## config.mk

```make
export PLATFORM = sky130hd
export DESIGN_NAME = fetch_stage
export DESIGN_NICKNAME = d
export VERILOG_FILES = /design/src/rtl/fetch_stage.sv
export SDC_FILE = /design/constraint.sdc
export NUM_CORES = 2
export LEC_CHECK = 0
export CORE_MARGIN = 10
export CORE_UTILIZATION = 55
export DETAILED_ROUTE_END_ITERATION = 16
export PLACE_DENSITY = 0.84
export SYNTH_ARGS = -nofsm -noshare
export SYNTH_HDL_FRONTEND = slang
export SYNTH_SLANG_ARGS = --single-unit
```

## constraint.sdc

```tcl
create_clock -name clk -period 5.06 [get_ports clk]
set_input_delay 0.506 -clock clk [delete_from_list [all_inputs] [get_ports clk]]
set_output_delay 0.506 -clock clk [all_outputs]
set_load 0.01 [all_outputs]
```

## src/rtl/fetch_stage.sv

```systemverilog
// rtl/fetch_stage.sv - instruction fetch: reads 64-byte lines over the cache bus
// and issues them word by word to decode, with redirect and halt-on-zero handling.
module fetch_stage #(
  parameter int BUS_DATA_WIDTH = 64,
  parameter int BUS_TAG_WIDTH = 13,
  parameter logic [BUS_TAG_WIDTH-1:0] FETCH_TAG = '0
) (
  input  logic                      clk,
  input  logic                      reset,
  input  logic [BUS_DATA_WIDTH-1:0] entry,
  output logic                      bus_reqcyc,
  input  logic                      bus_reqack,
  output logic [BUS_DATA_WIDTH-1:0] bus_req,
  output logic [BUS_TAG_WIDTH-1:0]  bus_reqtag,
  input  logic                      bus_respcyc,
  output logic                      bus_respack,
  input  logic [BUS_DATA_WIDTH-1:0] bus_resp,
  input  logic [BUS_TAG_WIDTH-1:0]  bus_resptag,
  output logic                      insn_valid,
  input  logic                      insn_ready,
  output logic [31:0]               insn,
  output logic [BUS_DATA_WIDTH-1:0] insn_pc,
  input  logic                      redirect,
  input  logic [BUS_DATA_WIDTH-1:0] redirect_pc,
  output logic                      halted
);

  typedef enum logic [2:0] {IDLE, REQ, RECV, DRAIN, HALT} state_t;

  state_t                      state;
  logic [BUS_DATA_WIDTH-1:0]   pc;
  logic [BUS_DATA_WIDTH-1:0]   pend_pc;
  logic                        pend;
  logic [2:0]                  cnt;
  logic [8*BUS_DATA_WIDTH-1:0] line;
  logic [31:0]                 word;
  logic [BUS_DATA_WIDTH-1:0]   redir_pc;
  logic                        unused_bits;

  assign word        = line[{pc[5:2], 5'b0} +: 32];
  assign redir_pc    = {redirect_pc[BUS_DATA_WIDTH-1:2], 2'b0};
  assign unused_bits = ^{bus_resptag, entry[1:0], redirect_pc[1:0]};

  // Outputs decode the registered state; reset forces everything quiet at once.
  always_comb begin
    bus_reqcyc  = 1'b0;
    bus_req     = '0;
    bus_reqtag  = '0;
    bus_respack = 1'b0;
    insn_valid  = 1'b0;
    insn        = '0;
    insn_pc     = '0;
    halted      = 1'b0;
    if (!reset) begin
      case (state)
        REQ: begin
          bus_reqcyc = 1'b1;
          bus_req    = {pc[BUS_DATA_WIDTH-1:6], 6'b0};
          bus_reqtag = FETCH_TAG;
        end
        RECV:  bus_respack = bus_respcyc;
        DRAIN: begin
          insn       = word;
          insn_pc    = pc;
          insn_valid = (word != 32'h0);
        end
        HALT:  halted = 1'b1;
        default: ;
      endcase
    end
  end

  always_ff @(posedge clk) begin
    if (reset) begin
      state   <= IDLE;
      pc      <= {entry[BUS_DATA_WIDTH-1:2], 2'b0};
      pend_pc <= '0;
      pend    <= 1'b0;
      cnt     <= 3'd0;
      line    <= '0;
    end else begin
      case (state)
        IDLE: begin
          state <= REQ;
          if (redirect) pc <= redir_pc;
        end
        REQ: begin
          if (redirect) begin
            pend    <= 1'b1;
            pend_pc <= redir_pc;
          end
          if (bus_reqack) begin
            state <= RECV;
            cnt   <= 3'd0;
          end
        end
        RECV: begin
          if (redirect) begin
            pend    <= 1'b1;
            pend_pc <= redir_pc;
          end
          if (bus_respcyc) begin
            line[{cnt, 6'b0} +: BUS_DATA_WIDTH] <= bus_resp;
            cnt <= cnt + 3'd1;
            // A redirect seen during the read discards the line once all beats are in.
            if (cnt == 3'd7) begin
              if (pend || redirect) begin
                state <= REQ;
                pend  <= 1'b0;
                pc    <= redirect ? redir_pc : pend_pc;
              end else begin
                state <= DRAIN;
              end
            end
          end
        end
        DRAIN: begin
          if (redirect) begin
            pc    <= redir_pc;
            state <= REQ;
          end else if (word == 32'h0) begin
            state <= HALT;
          end else if (insn_ready) begin
            pc <= pc + BUS_DATA_WIDTH'(4);
            if (pc[5:2] == 4'hF) state <= REQ;
          end
        end
        HALT: ;
        default: state <= IDLE;
      endcase
    end
  end

endmodule

```

Word-level counts from Yosys, hierarchy flattened:

Cells that the tools add are included.

* logic and storage cells: 90
* output and inout port bits: 177
* memories: 0
* input port bits: 211
* memory bits (writable): 0
* bits in read-only memories: 0
* bits in registers: 647
* latch bits: 0

* reduce and logical (&&, ||, !) cells: 13
* magnitude comparators: 0
* $add $sub $neg: 3
* mux-type cells: 42
* divide/modulo/power cells: 0
* equal/unequal tests: 21
* multiply operators: 0
* shifts and indexed selects: 3
* bitwise gates (word level): 1

Operators by type and width (count)
* $mux W64: 13
* $bwmux W512: 1
* $shift A64 B11 Y512 const A: 1
* $shiftx A512 B10 Y32: 1
* $shiftx A64 B11 Y512: 1
* $pmux W64 S3: 1
* $add A64 B3 Y64 const B: 1
* $mux W32: 2
* $logic_not A32 Y1: 1
* $reduce_bool A32 Y1: 1
* $mux W3: 9
* $ne A3 B3 Y1 const B: 6
* $ne A4 B4 Y1 const B: 4
* $pmux W3 S5: 1
* $reduce_and A7 Y1: 2
* $mux W1: 12
* $neg A9 Y11: 1
* $ne A2 B2 Y1 const B: 5
* $eq A3 B2 Y1 const B: 2
* $eq A3 B3 Y1 const B: 2
* $pmux W3 S2: 1
* $reduce_and A6 Y1: 1
* $eq A4 B4 Y1 const B: 1
* $reduce_bool A4 Y1: 1
* other kinds (12): 12

Logic depth before layout (Yosys ltp):

* word-level depth: 6
* depth in mapped cells: 12
* mapped depth without buffers: 8

Worst setup path before layout:

OpenSTA, ideal clock, no wires.

* path kind: register to register
* start: reg pc[3]
* end: reg pc[10] (enable)
* data arrival time: 4001 ps
* data required time: 4626 ps
* buffers on the path: 4
* setup time: 434 ps
* clock period less this slack: 4435 ps
* slack: 625 ps
* cell stages (with the launch flop): 12
* cells stage by stage: edfxtp_1 > buf_2 > buf_2 > buf_1 > buf_1 > mux2i_1 > a221oi_1 > a22oi_1 > nand4_1 > nor4_4 > nand2_2 > a311o_1

* longest elaborated chain between the ends: 4

RTL lines
* from (decl): RTL line 31 `logic [BUS_DATA_WIDTH-1:0] pc;`
* from (signal assigned): RTL line 76 `pc <= {entry[BUS_DATA_WIDTH-1:2], 2'b0};`
* from (signal assigned): RTL line 85 `if (redirect) pc <= redir_pc;`
* from (signal assigned): RTL line 110 `pc <= redirect ? redir_pc : pend_pc;`
* $shiftx A512 B10 Y32: RTL line 40 `assign word = line[{pc[5:2], 5'b0} +: 32];`
* $logic_not A32 Y1: RTL line 121 `end else if (word == 32'h0) begin`
* $ne A4 B4 Y1 (no source line)
* $reduce_and A7 Y1 (no source line)

No other way between the ends.
A chain may end at the register's enable or synchronous reset.

Worst setup path after layout:

* start: reg pc[2]
* end: out insn_valid

* longest elaborated chain between the ends: 4

RTL lines
* $shiftx A512 B10 Y32: RTL line 40
* $reduce_bool A32 Y1: RTL line 65 `insn_valid = (word != 32'h0);`
* $mux W1: RTL line 55 `case (state)`
* $mux W1: RTL line 54 `if (!reset) begin`
* to (decl): RTL line 19 `output logic insn_valid,`

No other way between the ends.

==> impl_summary.md <==
Run status
The run finished with clean final reports.

Synth
Of the total synthesized cell area, the portion taken by XOR and XNOR cells is 0.01602. Of the total synthesized cell area, the portion taken by AND, OR, NAND and NOR gates is 0.2358. Of the total synthesized cell area, the portion taken by full adders, half adders and majority gates is 0.003212. The synthesized-area fraction occupied by ao, oa, aoi and oai cells is 0.1524. The mapped netlist covers roughly 31000 µm². The number of warnings reported in the yosys synthesis log is 0. The share of synthesized area spent on multiplexers is 0.09799.

The number of enable flip-flop cells after synthesis is 62. In the synthesized netlist, the number of instances is 3802. Each instance of the synthesized netlist takes up on average 8.198 µm². The distinct cell type count of the synthesized netlist is 62.

For this run, the register share of the synthesized area comes to 0.4355. The post-synthesis sequential element count is ~650. The main combinational cell family by area after synthesis is simple AND/OR/NAND/NOR gates. The share of async-settable or async-resettable flops after synthesis is 0. The dominant register cell in the synthesized netlist is sky130_fd_sc_hd__dfxtp_1.

STA
The clock tree skew after final layout is 0.03749 ns. The number of pins exceeding their max-slew limit in the final report is 0. The hold violation total from the final report is 0. Setup repair after global routing left no endpoint under its margin. After routing, the total negative slack on setup checks comes to 0 ns. The final cycle utilization of the critical path is 0.9776. The tightest slew margin relative to the limit is 0.08773. The worst path needs slightly below 5 ns of the cycle, external delays included. The achievable frequency is 202.2 MHz. Setup violations remaining at the end of the flow were counted as 0. The transition time of the tightest slew-check pin is 1.368 ns.

Place
The port buffer count is 351. The HPWL after detailed placement is 67030 µm. The placer congestion estimate is 0.9223.

Global route
The first global-routing pass estimated 163700 µm of wire. Across every metal layer, demand over resource in global routing totals 0.3063. The number of global-route vias before repair was 28.48k. The total overflow left after global routing is 0. Entering global routing, the biggest net connects 210 pins. The number of antenna violations at the first check in global routing is 12.

Drt
The wire length reported by the detailed router is roughly 110000 µm. The topmost layer with routed signal wires is met5. The number of remaining DRC errors is 0. Dividing the detail-routed via count by the number of cells gives ~6.4. The total via count in the routed design is 29.96k. The routed design uses 51120 µm of met2 wire. The met3 layer wire length in the routed design is 12410 µm.

The number of nets still failing antenna checks after routing is 0. The number of detailed-route iterations in the first pass is 6. The detailed-route wire length per cell is 22.81 µm. In the final routing, the length of wire on met1 measures 39320 µm. The DRC violation total after the first TritonRoute iteration is 3965.

Job
The tool flagged a number of max-cap violations equal to 0.

Finish
Compared with the post-synthesis result, the final layout area differs by 18.86%. The number of fill cells in the layout is 4493. The final net count is 4109. Leaving out fill and tap cells, the most frequent cell in the layout is sky130_fd_sc_hd__nand2_1. Of the cells placed in the final design, the portion with a size suffix greater than 1 is 0.08395. The library cells used most frequently in the layout, excluding fill and tap cells, are sky130_fd_sc_hd__nand2_1 (846), sky130_fd_sc_hd__a21oi_1 (658), sky130_fd_sc_hd__dfxtp_1 (584), sky130_fd_sc_hd__nand3_1 (417), sky130_fd_sc_hd__clkdlybuf4s50_1 (350).

Clock tree
Gates resized during post-CTS repair numbered 0. The clock-pin transition on the worst setup and hold timing paths is 0.06 ns. The CTS sink count is 647. For this design, the CTS-stage hold fixing added 0 buffers.

The TritonCTS buffer count is 67. The depth of the CTS H-tree is 3. The CTS root buffer is sky130_fd_sc_hd__clkbuf_16.

Counting along the longest clock path gives a buffer depth of 3. The latest clock arrival within the worst-skew pair is 0.63 ns. TritonCTS built the clock tree.

Floorplanning
slightly below 400 I/O pins were placed. The floorplan has 87 rows. The die width is 258.1 µm. The height of the chip is 258.1 µm. For this configuration, the core starts out at a cell density of 0.5538. The die covers 66590 µm². The core footprint is around 56000 µm².

Power
In this run the power density over the cells is 322.2 nW/µm². The power after layout is 11.94 mW. The internal power component is 8.729 mW.

The static leakage is approximately 12 nW. The worst-case IR drop observed on VDD is 258.5 µV. The sequential share of power is 0.458. Of the total power, combinational logic draws 0.127.

The share of total power consumed by net switching is 0.2687. Of the total power, the clock network draws 0.415. The power spent charging and discharging nets is 3.207 mW.

Hold path
The min-delay analysis places its worst path in the category input port to flop.

Setup path
The kind of critical path is flop to primary output. Data on the critical path is required at its endpoint by 4.55 ns. STA classifies the critical path startpoint as a flop. STA classifies the critical path endpoint as a primary output. The maximum fanout count along the critical path is 18.

The worst endpoint data arrival time is 4.44 ns.
## worst paths after layout
kind	from	end	cells past startpoint	slack, ns
max reg2reg	pc[2]$_DFFE_PP_	pc[60]$_DFFE_PP_	10	0.75
min	reset	pend_pc[30]$_SDFFE_PP0P_	2	0.35
min reg2reg	pend_pc[58]$_SDFFE_PP0P_	pend_pc[58]$_SDFFE_PP0P_	2	0.45
max	pc[2]$_DFFE_PP_	insn_valid	9	0.11
## cells by family after synthesis
logic type | Yosys count
buf+inv | 451
xor+xnor | 57
simple gates | 1632
compound gates | 846
mux | 160
fa+ha+maj | 8
flops | 647
other cells | 1
## metrics by stage
stage	instances	worst slack, ns	hold WS, ns	utilization	cell area [µm²]
global placement	4573	0.5081	0.4350	0.6174	34750
detailed placement	4573	0.4688	0.4430	0.6174	34750
floorplan	3820	0.6247	0.4289	-	31240
CTS	4698	0.1093	0.3193	0.6573	36990
global route	4709	0.05444	0.3465	0.6581	37030
finish	4713	0.1134	0.3482	0.6582	37040
## routing by layer
| metal | up-vias | global-route usage |
|---|---|---|
| met3 | 328 | 0.06007 |
| met1 | 14190 | 0.3845 |
| met4 | 4 | 0.1449 |
| met2 | 2048 | 0.5018 |
| met5 | - | 0 |
| li1 | 13400 | - |
## cells in the mapped netlist (3+ instances only)
cell | instances | share of area
sky130_fd_sc_hd__buf_6 | 7 | 0.0025
sky130_fd_sc_hd__nand2b_1 | 10 | 0.0020
sky130_fd_sc_hd__nand4_1 | 23 | 0.0046
sky130_fd_sc_hd__nand2_1 | 846 | 0.10
sky130_fd_sc_hd__a21oi_1 | 658 | 0.11
sky130_fd_sc_hd__and2_1 | 107 | 0.021
sky130_fd_sc_hd__a221oi_1 | 10 | 0.0028
sky130_fd_sc_hd__a221o_1 | 11 | 0.0035
sky130_fd_sc_hd__o211ai_1 | 7 | 0.0017
sky130_fd_sc_hd__nor3_1 | 17 | 0.0027
sky130_fd_sc_hd__edfxtp_1 | 62 | 0.060
sky130_fd_sc_hd__a2bb2oi_1 | 20 | 0.0056
sky130_fd_sc_hd__a22oi_1 | 42 | 0.010
sky130_fd_sc_hd__nor2_1 | 99 | 0.012
sky130_fd_sc_hd__o21ai_0 | 29 | 0.0047
sky130_fd_sc_hd__and4_1 | 3 | 0.00084
sky130_fd_sc_hd__a311oi_1 | 3 | 0.00084
sky130_fd_sc_hd__nor4_1 | 22 | 0.0044
sky130_fd_sc_hd__or3_1 | 9 | 0.0018
sky130_fd_sc_hd__dfxtp_1 | 585 | 0.38
sky130_fd_sc_hd__mux2i_1 | 43 | 0.014
sky130_fd_sc_hd__o221ai_1 | 9 | 0.0025
sky130_fd_sc_hd__buf_2 | 9 | 0.0014
sky130_fd_sc_hd__xnor2_1 | 33 | 0.0093
sky130_fd_sc_hd__and3_1 | 47 | 0.0094
sky130_fd_sc_hd__nor2b_1 | 6 | 0.0012
sky130_fd_sc_hd__inv_1 | 26 | 0.0031
sky130_fd_sc_hd__nand3_1 | 424 | 0.068
sky130_fd_sc_hd__xor2_1 | 24 | 0.0067
sky130_fd_sc_hd__mux4_2 | 116 | 0.084
sky130_fd_sc_hd__ha_1 | 8 | 0.0032
sky130_fd_sc_hd__a211o_1 | 8 | 0.0022
sky130_fd_sc_hd__buf_4 | 22 | 0.0053
sky130_fd_sc_hd__a22o_1 | 8 | 0.0022
sky130_fd_sc_hd__a211oi_1 | 28 | 0.0067
sky130_fd_sc_hd__clkbuf_1 | 347 | 0.042
sky130_fd_sc_hd__buf_1 | 40 | 0.0048
sky130_fd_sc_hd__nand3b_1 | 3 | 0.00072
## worst max-delay path: stages, from the launching register on
cell and delay, ns:
sky130_fd_sc_hd__edfxtp_1 0.39, sky130_fd_sc_hd__buf_12 0.17, sky130_fd_sc_hd__buf_12 0.20, sky130_fd_sc_hd__mux4_2 0.51
sky130_fd_sc_hd__mux2i_1 0.30, sky130_fd_sc_hd__nand4_1 0.31, sky130_fd_sc_hd__or3_1 0.41, sky130_fd_sc_hd__a2111oi_2 0.68
sky130_fd_sc_hd__a21oi_1 0.28, sky130_fd_sc_hd__clkdlybuf4s50_1 0.55
## area by class of cell
type / instances / area (µm²) / area share
Multi-Input combinational cell: 2722 / 15910 / 0.4296
Inverter: 26 / 97.59 / 0.002635
Tap cell: 756 / 945.9 / 0.02553
Antenna cell: 14 / 35.03 / 0.0009457
Clock buffer: 101 / 1954 / 0.05276
Clock inverter: 21 / 240.2 / 0.006485
Sequential cell: 647 / 13580 / 0.3665
Timing Repair Buffer: 426 / 4282 / 0.1156
## timing repair
item,4_1_cts,5_1_grt
setup buffers,3,1
gates cloned,0,0
endpoints found under the setup margin,1,1
## sequential cells by signal, summed over array words and instances, names as in the netlist
name,cells
pend,1
pc,64
state,3
cnt,3
line,512
pend_pc,64
## power groups by stage
stage | combinational (mW) | clock (mW) | sequential (mW)
after global placement | 1.43 | 0 | 5.58
after CTS | 1.47 | 4.98 | 5.47
final | 1.51 | 4.96 | 5.47
after detailed placement | 1.45 | 0 | 5.58
after floorplan | 0.923 | 0 | 5.51
after global routing | 1.60 | 5.18 | 5.48
(Power assumes the default switching activity.)
